File: src/rtl/enigma_pkg.sv
// Shared definitions for the Enigma datapath: alphabet size, rotor select
// encodings, sequencer states and the mod-26 helpers used by every stage.
package enigma_pkg;

  localparam int ALPHA  = 26;
  localparam int CHAR_W = 6;

  localparam logic [CHAR_W-1:0] ALPHA_C     = 6'd26;
  localparam logic [CHAR_W-1:0] LAST_LETTER = 6'd25;

  localparam logic [1:0] ROT_R = 2'd0;
  localparam logic [1:0] ROT_M = 2'd1;
  localparam logic [1:0] ROT_L = 2'd2;

  typedef enum logic [2:0] {
    ST_IDLE,
    ST_STEP,
    ST_PASS_R,
    ST_PASS_M,
    ST_PASS_L,
    ST_DONE
  } seq_state_e;

  // (a + b) mod 26 for operands already in 0..25; the 6-bit sum tops out at 50.
  function automatic logic [CHAR_W-1:0] add_mod26(input logic [CHAR_W-1:0] a,
                                                  input logic [CHAR_W-1:0] b);
    logic [CHAR_W-1:0] sum;
    sum = a + b;
    return (sum >= ALPHA_C) ? sum - ALPHA_C : sum;
  endfunction

  // (a - b) mod 26 for operands already in 0..25.
  function automatic logic [CHAR_W-1:0] sub_mod26(input logic [CHAR_W-1:0] a,
                                                  input logic [CHAR_W-1:0] b);
    return (a < b) ? a + ALPHA_C - b : a - b;
  endfunction

  // Pull an out-of-range 6-bit value back into 0..25: one subtraction of 26,
  // then clamp whatever is still too large to Z.
  function automatic logic [CHAR_W-1:0] fold26(input logic [CHAR_W-1:0] x);
    logic [CHAR_W-1:0] y;
    y = (x >= ALPHA_C) ? x - ALPHA_C : x;
    return (y > LAST_LETTER) ? LAST_LETTER : y;
  endfunction

  // Advance one rotor position with wrap 25 -> 0.
  function automatic logic [CHAR_W-1:0] wrap_inc(input logic [CHAR_W-1:0] p);
    return (p >= LAST_LETTER) ? '0 : p + 6'd1;
  endfunction

endpackage

File: src/rtl/enigma_stepper.sv
// Combinational rotor odometer. Works from pre-step positions, so a middle
// rotor sitting on its notch carries the left rotor and steps itself
// (the double step) in the same move.
module enigma_stepper
  import enigma_pkg::*;
(
  input  logic [CHAR_W-1:0] pos_l,
  input  logic [CHAR_W-1:0] pos_m,
  input  logic [CHAR_W-1:0] pos_r,
  input  logic [CHAR_W-1:0] notch_r,
  input  logic [CHAR_W-1:0] notch_m,
  output logic [CHAR_W-1:0] next_l,
  output logic [CHAR_W-1:0] next_m,
  output logic [CHAR_W-1:0] next_r
);

  logic carry_m;
  logic carry_l;

  // Right always steps; middle on right notch or its own notch; left on middle notch.
  always_comb begin
    carry_l = (pos_m == notch_m);
    carry_m = (pos_r == notch_r) || carry_l;
    next_r  = wrap_inc(pos_r);
    next_m  = carry_m ? wrap_inc(pos_m) : pos_m;
    next_l  = carry_l ? wrap_inc(pos_l) : pos_l;
  end

endmodule

File: src/rtl/enigma_rotor_sequencer.sv
// Owns the three rotor positions and time-multiplexes one shared rotor
// lookup across the right, middle and left forward passes.
//
//  state     | meaning
//  ----------+-------------------------------------------------------------
//  ST_IDLE   | in_ready high; loads honoured; accept next character
//  ST_STEP   | advance rotors, present right-pass lookup address
//  ST_PASS_R | right rotor lookup on the shared instance
//  ST_PASS_M | middle rotor lookup
//  ST_PASS_L | left rotor lookup, result captured into out_char
//  ST_DONE   | out_valid high until out_ready
//
// Non-letters (in_char >= 26) ride through the same states untouched with
// the lookup bus parked at 0, so latency is identical for every character.
module enigma_rotor_sequencer
  import enigma_pkg::*;
#(
  parameter logic [CHAR_W-1:0] NOTCH_R = 6'd16,
  parameter logic [CHAR_W-1:0] NOTCH_M = 6'd4
) (
  input  logic              clk,
  input  logic              rst_n,
  input  logic              load_en,
  input  logic [CHAR_W-1:0] load_pos_l,
  input  logic [CHAR_W-1:0] load_pos_m,
  input  logic [CHAR_W-1:0] load_pos_r,
  input  logic [CHAR_W-1:0] in_char,
  input  logic              in_valid,
  output logic              in_ready,
  output logic [1:0]        rot_sel,
  output logic [CHAR_W-1:0] rot_index,
  input  logic [CHAR_W-1:0] rot_result,
  output logic [CHAR_W-1:0] out_char,
  output logic              out_valid,
  input  logic              out_ready,
  output logic [CHAR_W-1:0] pos_l,
  output logic [CHAR_W-1:0] pos_m,
  output logic [CHAR_W-1:0] pos_r
);

  seq_state_e        state;
  logic [CHAR_W-1:0] data;
  logic              bypass;
  logic [CHAR_W-1:0] step_l, step_m, step_r;
  logic [CHAR_W-1:0] cur_pos;
  logic [CHAR_W-1:0] data_next;

  enigma_stepper u_stepper (
    .pos_l   (pos_l),
    .pos_m   (pos_m),
    .pos_r   (pos_r),
    .notch_r (NOTCH_R),
    .notch_m (NOTCH_M),
    .next_l  (step_l),
    .next_m  (step_m),
    .next_r  (step_r)
  );

  // Position of the rotor currently on the shared lookup, and the data after it.
  always_comb begin
    case (state)
      ST_PASS_R: cur_pos = pos_r;
      ST_PASS_M: cur_pos = pos_m;
      default:   cur_pos = pos_l;
    endcase
    data_next = sub_mod26(fold26(rot_result), cur_pos);
  end

  // Sequencer FSM; every output is registered so the lookup bus is steady per pass.
  always_ff @(posedge clk or negedge rst_n) begin
    if (!rst_n) begin
      state     <= ST_IDLE;
      in_ready  <= 1'b1;
      out_valid <= 1'b0;
      out_char  <= '0;
      rot_sel   <= ROT_R;
      rot_index <= '0;
      data      <= '0;
      bypass    <= 1'b0;
      pos_l     <= '0;
      pos_m     <= '0;
      pos_r     <= '0;
    end else begin
      case (state)
        ST_IDLE: begin
          if (load_en) begin
            pos_l <= fold26(load_pos_l);
            pos_m <= fold26(load_pos_m);
            pos_r <= fold26(load_pos_r);
          end
          if (in_valid) begin
            data     <= in_char;
            bypass   <= (in_char >= ALPHA_C);
            in_ready <= 1'b0;
            state    <= ST_STEP;
          end
        end
        ST_STEP: begin
          if (!bypass) begin
            pos_l     <= step_l;
            pos_m     <= step_m;
            pos_r     <= step_r;
            rot_index <= add_mod26(data, step_r);
          end
          rot_sel <= ROT_R;
          state   <= ST_PASS_R;
        end
        ST_PASS_R: begin
          if (!bypass) begin
            data      <= data_next;
            rot_sel   <= ROT_M;
            rot_index <= add_mod26(data_next, pos_m);
          end
          state <= ST_PASS_M;
        end
        ST_PASS_M: begin
          if (!bypass) begin
            data      <= data_next;
            rot_sel   <= ROT_L;
            rot_index <= add_mod26(data_next, pos_l);
          end
          state <= ST_PASS_L;
        end
        ST_PASS_L: begin
          if (!bypass) data <= data_next;
          out_char  <= bypass ? data : data_next;
          out_valid <= 1'b1;
          rot_sel   <= ROT_R;
          rot_index <= '0;
          state     <= ST_DONE;
        end
        ST_DONE: begin
          if (out_ready) begin
            out_valid <= 1'b0;
            in_ready  <= 1'b1;
            state     <= ST_IDLE;
          end
        end
        default: state <= ST_IDLE;
      endcase
    end
  end

endmodule

File: config.mk
export PLATFORM = sky130hd
export DESIGN_NAME = enigma_rotor_sequencer
export DESIGN_NICKNAME = d
export VERILOG_FILES = /design/src/rtl/enigma_pkg.sv /design/src/rtl/enigma_stepper.sv /design/src/rtl/enigma_rotor_sequencer.sv
export SDC_FILE = /design/constraint.sdc
export NUM_CORES = 1
export LEC_CHECK = 0
export ABC_AREA = 0
export CORE_UTILIZATION = 55
export DETAILED_ROUTE_END_ITERATION = 8
export HOLD_SLACK_MARGIN = 0.08
export PLACE_DENSITY = 0.8
export SYNTH_ARGS = -nofsm -noshare
export SYNTH_HDL_FRONTEND = slang
export SYNTH_SLANG_ARGS = --single-unit
File: constraint.sdc
create_clock -name clk -period 6.2 [get_ports clk]
set_clock_uncertainty 0.2 [all_clocks]
set_input_delay 1.55 -clock clk [delete_from_list [all_inputs] [get_ports clk]]
set_output_delay 1.55 -clock clk [all_outputs]
set_load 0.03 [all_outputs]
==> metrics.csv <==
metric;value;unit
vias;5223;
max_freq;165;MHz
diodes;0;
cts-root-buf;clkbuf_8;
netlist_instances;653;
drc_errors;0;
outcome;finished clean;
rows;34;
r2r_slack;1.18;ns
regArea;0.00110;mm^2
io-pin-count;69;
grt_usage;28.3;%
maxSlewViolCount;0;
nNetsFinal;829;
multi_input_comb_area;0.00369;mm^2
max_slew_margin;27.0;%
post-route-cell-area;0.00623;mm^2
cp-startpoint;rot_result[5];
min_path_cells;2;
antenna_found_initial;0;
worstSetupEndpoint;rot_index[1]$_DFFE_PN0P_;
initial_core_util;56.6;%
routed_via_density;6.15;
clk_latency;0.30;ns
die_h;96.7;um
ys_ff_latch;44;
routedWlPerCell;17.0;um
grt_pass1_vias;4952;
place_area;0.00590;mm^2
dr.pass1.iters;5;
path_clk_slew;0.09;ns
crit_path_max_fanout;7;
maxCapViolCount;0;
synth_ff_type;dfrtp_1;
dp_hpwl;10.5;mm
grt_overflow;0;
numCtsBuffers;5;
startpoint_type;input pin;
fillCellCount;671;
area_growth;26.1;%
grt_pass1_wl;22.1;mm
die-area;0.00936;mm^2
r2r-start;state[2]$_DFFE_PN0P_;
postCtsHoldBufs;0;
cts-htree-levels;2;
synth_edf_count;0;
ys_warn_count;0;
period_needed;6.07;ns
tightest_slew;1.10;ns
final_hold_viol_count;0;
grt_max_degree;45;
end_kind;flop;
synthDistinctLibCells;66;
timing.final.crit_share;98.0;%
finalNonFillerCells;849;
r2r_end;rot_index[1]$_DFFE_PN0P_;
crit_type;input pin to flop;
ys_seq_area_share;22.3;%
cts_buffer_depth;2;
drtAntennaViolNets;0;
required;6.23;ns
cp.arrival;6.10;ns
r2r_cells;20;
synth_fp_nets;742;
synthArstFlopShare;100;%
die_x;96.7;um
finalSetupViolCount;0;
cts_tree;built;
avgSynthCellArea;7.56;um^2
dpl.cell_count;835;
initialDrtViolationCount;410;
wl;14.4;mm
layout-drive-gt1-share;14.7;%
mostFrequentLayoutCell;nand2_1;
hold_path_class;flop to flop;
gp_congestion;0.919;
placeableCoreArea;0.00872;mm^2
portBuffers;68;
cts.sinks;44;
netlist_area;0.00494;mm^2
final_cell_mix;nand2_1 (82), clkdlybuf4s50_1 (65), nor2_1 (56), a21oi_1 (51), o21ai_0 (47);
## synth_stat cells, types with 8 or more instances
| cell | n | share of area [%] |
|---|---|---|
| a21o_1 | 13 | 2.0 |
| clkbuf_1 | 27 | 2.1 |
| o21ai_0 | 50 | 5.1 |
| xor2_1 | 8 | 1.4 |
| nand2_1 | 84 | 6.4 |
| inv_1 | 50 | 3.8 |
| nor2_1 | 57 | 4.3 |
| ha_1 | 49 | 12 |
| a31oi_1 | 19 | 2.4 |
| xnor2_1 | 18 | 3.2 |
| nand3_1 | 22 | 2.2 |
| a21oi_1 | 55 | 5.6 |
| dfrtp_1 | 43 | 22 |
| mux2i_1 | 15 | 3.0 |
## flip-flops by register name, summed over array words and instances, names as in the netlist, 2 cells and up
register and cells:
rot_index 6, rot_sel 2, pos_r 6, pos_l 6
state 3, out_char 6, data 6, pos_m 6
## worst max-delay path, cell delays in order
cell and delay (ns):
clkdlybuf4s50_1 0.63, mux2i_1 0.28, o21ai_1 0.12, a21o_1 0.20, nor2_1 0.13, ha_2 0.21
inv_1 0.07, fa_2 0.34, nor3b_2 0.18, a211oi_4 0.34, buf_6 0.17, xnor2_2 0.13
inv_2 0.09, fa_2 0.37, inv_1 0.07, a21o_1 0.13, a21oi_1 0.08, xnor2_1 0.33
nand3_1 0.14, and2_4 0.18, a2bb2oi_1 0.14, a31oi_1 0.21
## worst min-delay path by stage
stage	slack [ns]	end	start
after global placement	0.26	out_valid$_DFFE_PN0P_	out_valid$_DFFE_PN0P_
final	0.28	out_valid$_DFFE_PN0P_	out_valid$_DFFE_PN0P_
after CTS	0.28	out_valid$_DFFE_PN0P_	out_valid$_DFFE_PN0P_
after detailed placement	0.26	out_valid$_DFFE_PN0P_	out_valid$_DFFE_PN0P_
after global routing	0.32	out_valid$_DFFE_PN0P_	out_valid$_DFFE_PN0P_
after floorplan	0.28	data[2]$_DFFE_PN0P_	data[2]$_DFFE_PN0P_
## per-layer routing
| layer | vias up | routed length (um) | GRT usage (%) |
|---|---|---|---|
| li1 | 2489 | - | - |
| met1 | 2485 | 6030 | 35.8 |
| met2 | 205 | 7160 | 49.5 |
| met3 | 44 | 759 | 3.47 |
| met4 | 0 | 485 | 10.2 |
| met5 | - | 0 | 0 |
## layout make-up
type,count,area share [%]
Clock inverter,2,0.201
Multi-Input combinational cell,526,59.3
Inverter,50,3.01
Sequential cell,44,17.7
Timing Repair Buffer,113,16.4
Clock buffer,6,1.17
Tap cell,108,2.17
## what timing repair did
action / 4_1_cts / 5_1_grt
pin swaps: 4 / 21
buffers inserted: 2 / 4
setup endpoints to repair: 5 / 5
resized for setup: 4 / 38
## kinds of logic after synthesis
kind of cell / count (synthesis) / share of synthesized area [%]
and+or+nand+nor: 217 / 20.2
AOI/OAI and AO/OA: 207 / 27.2
buffers and inverters: 83 / 6.56
adders and majority gates: 55 / 14.6
DFF: 44 / 22.3
xor gates and xnor gates: 28 / 5.27
muxes: 18 / 3.73
other: 1 / 0.0760
## per-stage QoR
stage | util [%] | worst slack, ns | hold WS [ns] | setup TNS [ns]
2_1_floorplan | - | 0.303 | 0.279 | 0
3_3_place_gp | 67.7 | -0.246 | 0.260 | -1.03
3_5_place_dp | 67.7 | -0.529 | 0.262 | -2.44
4_1_cts | 68.9 | 0.00244 | 0.284 | 0
5_1_grt | 71.4 | -0.111 | 0.324 | -0.334
6_report | 71.4 | 0.126 | 0.280 | 0
Power is left out: the tool's default activity adds up to more than one toggle a clock period on the data nets, which glitch-free logic cannot reach.
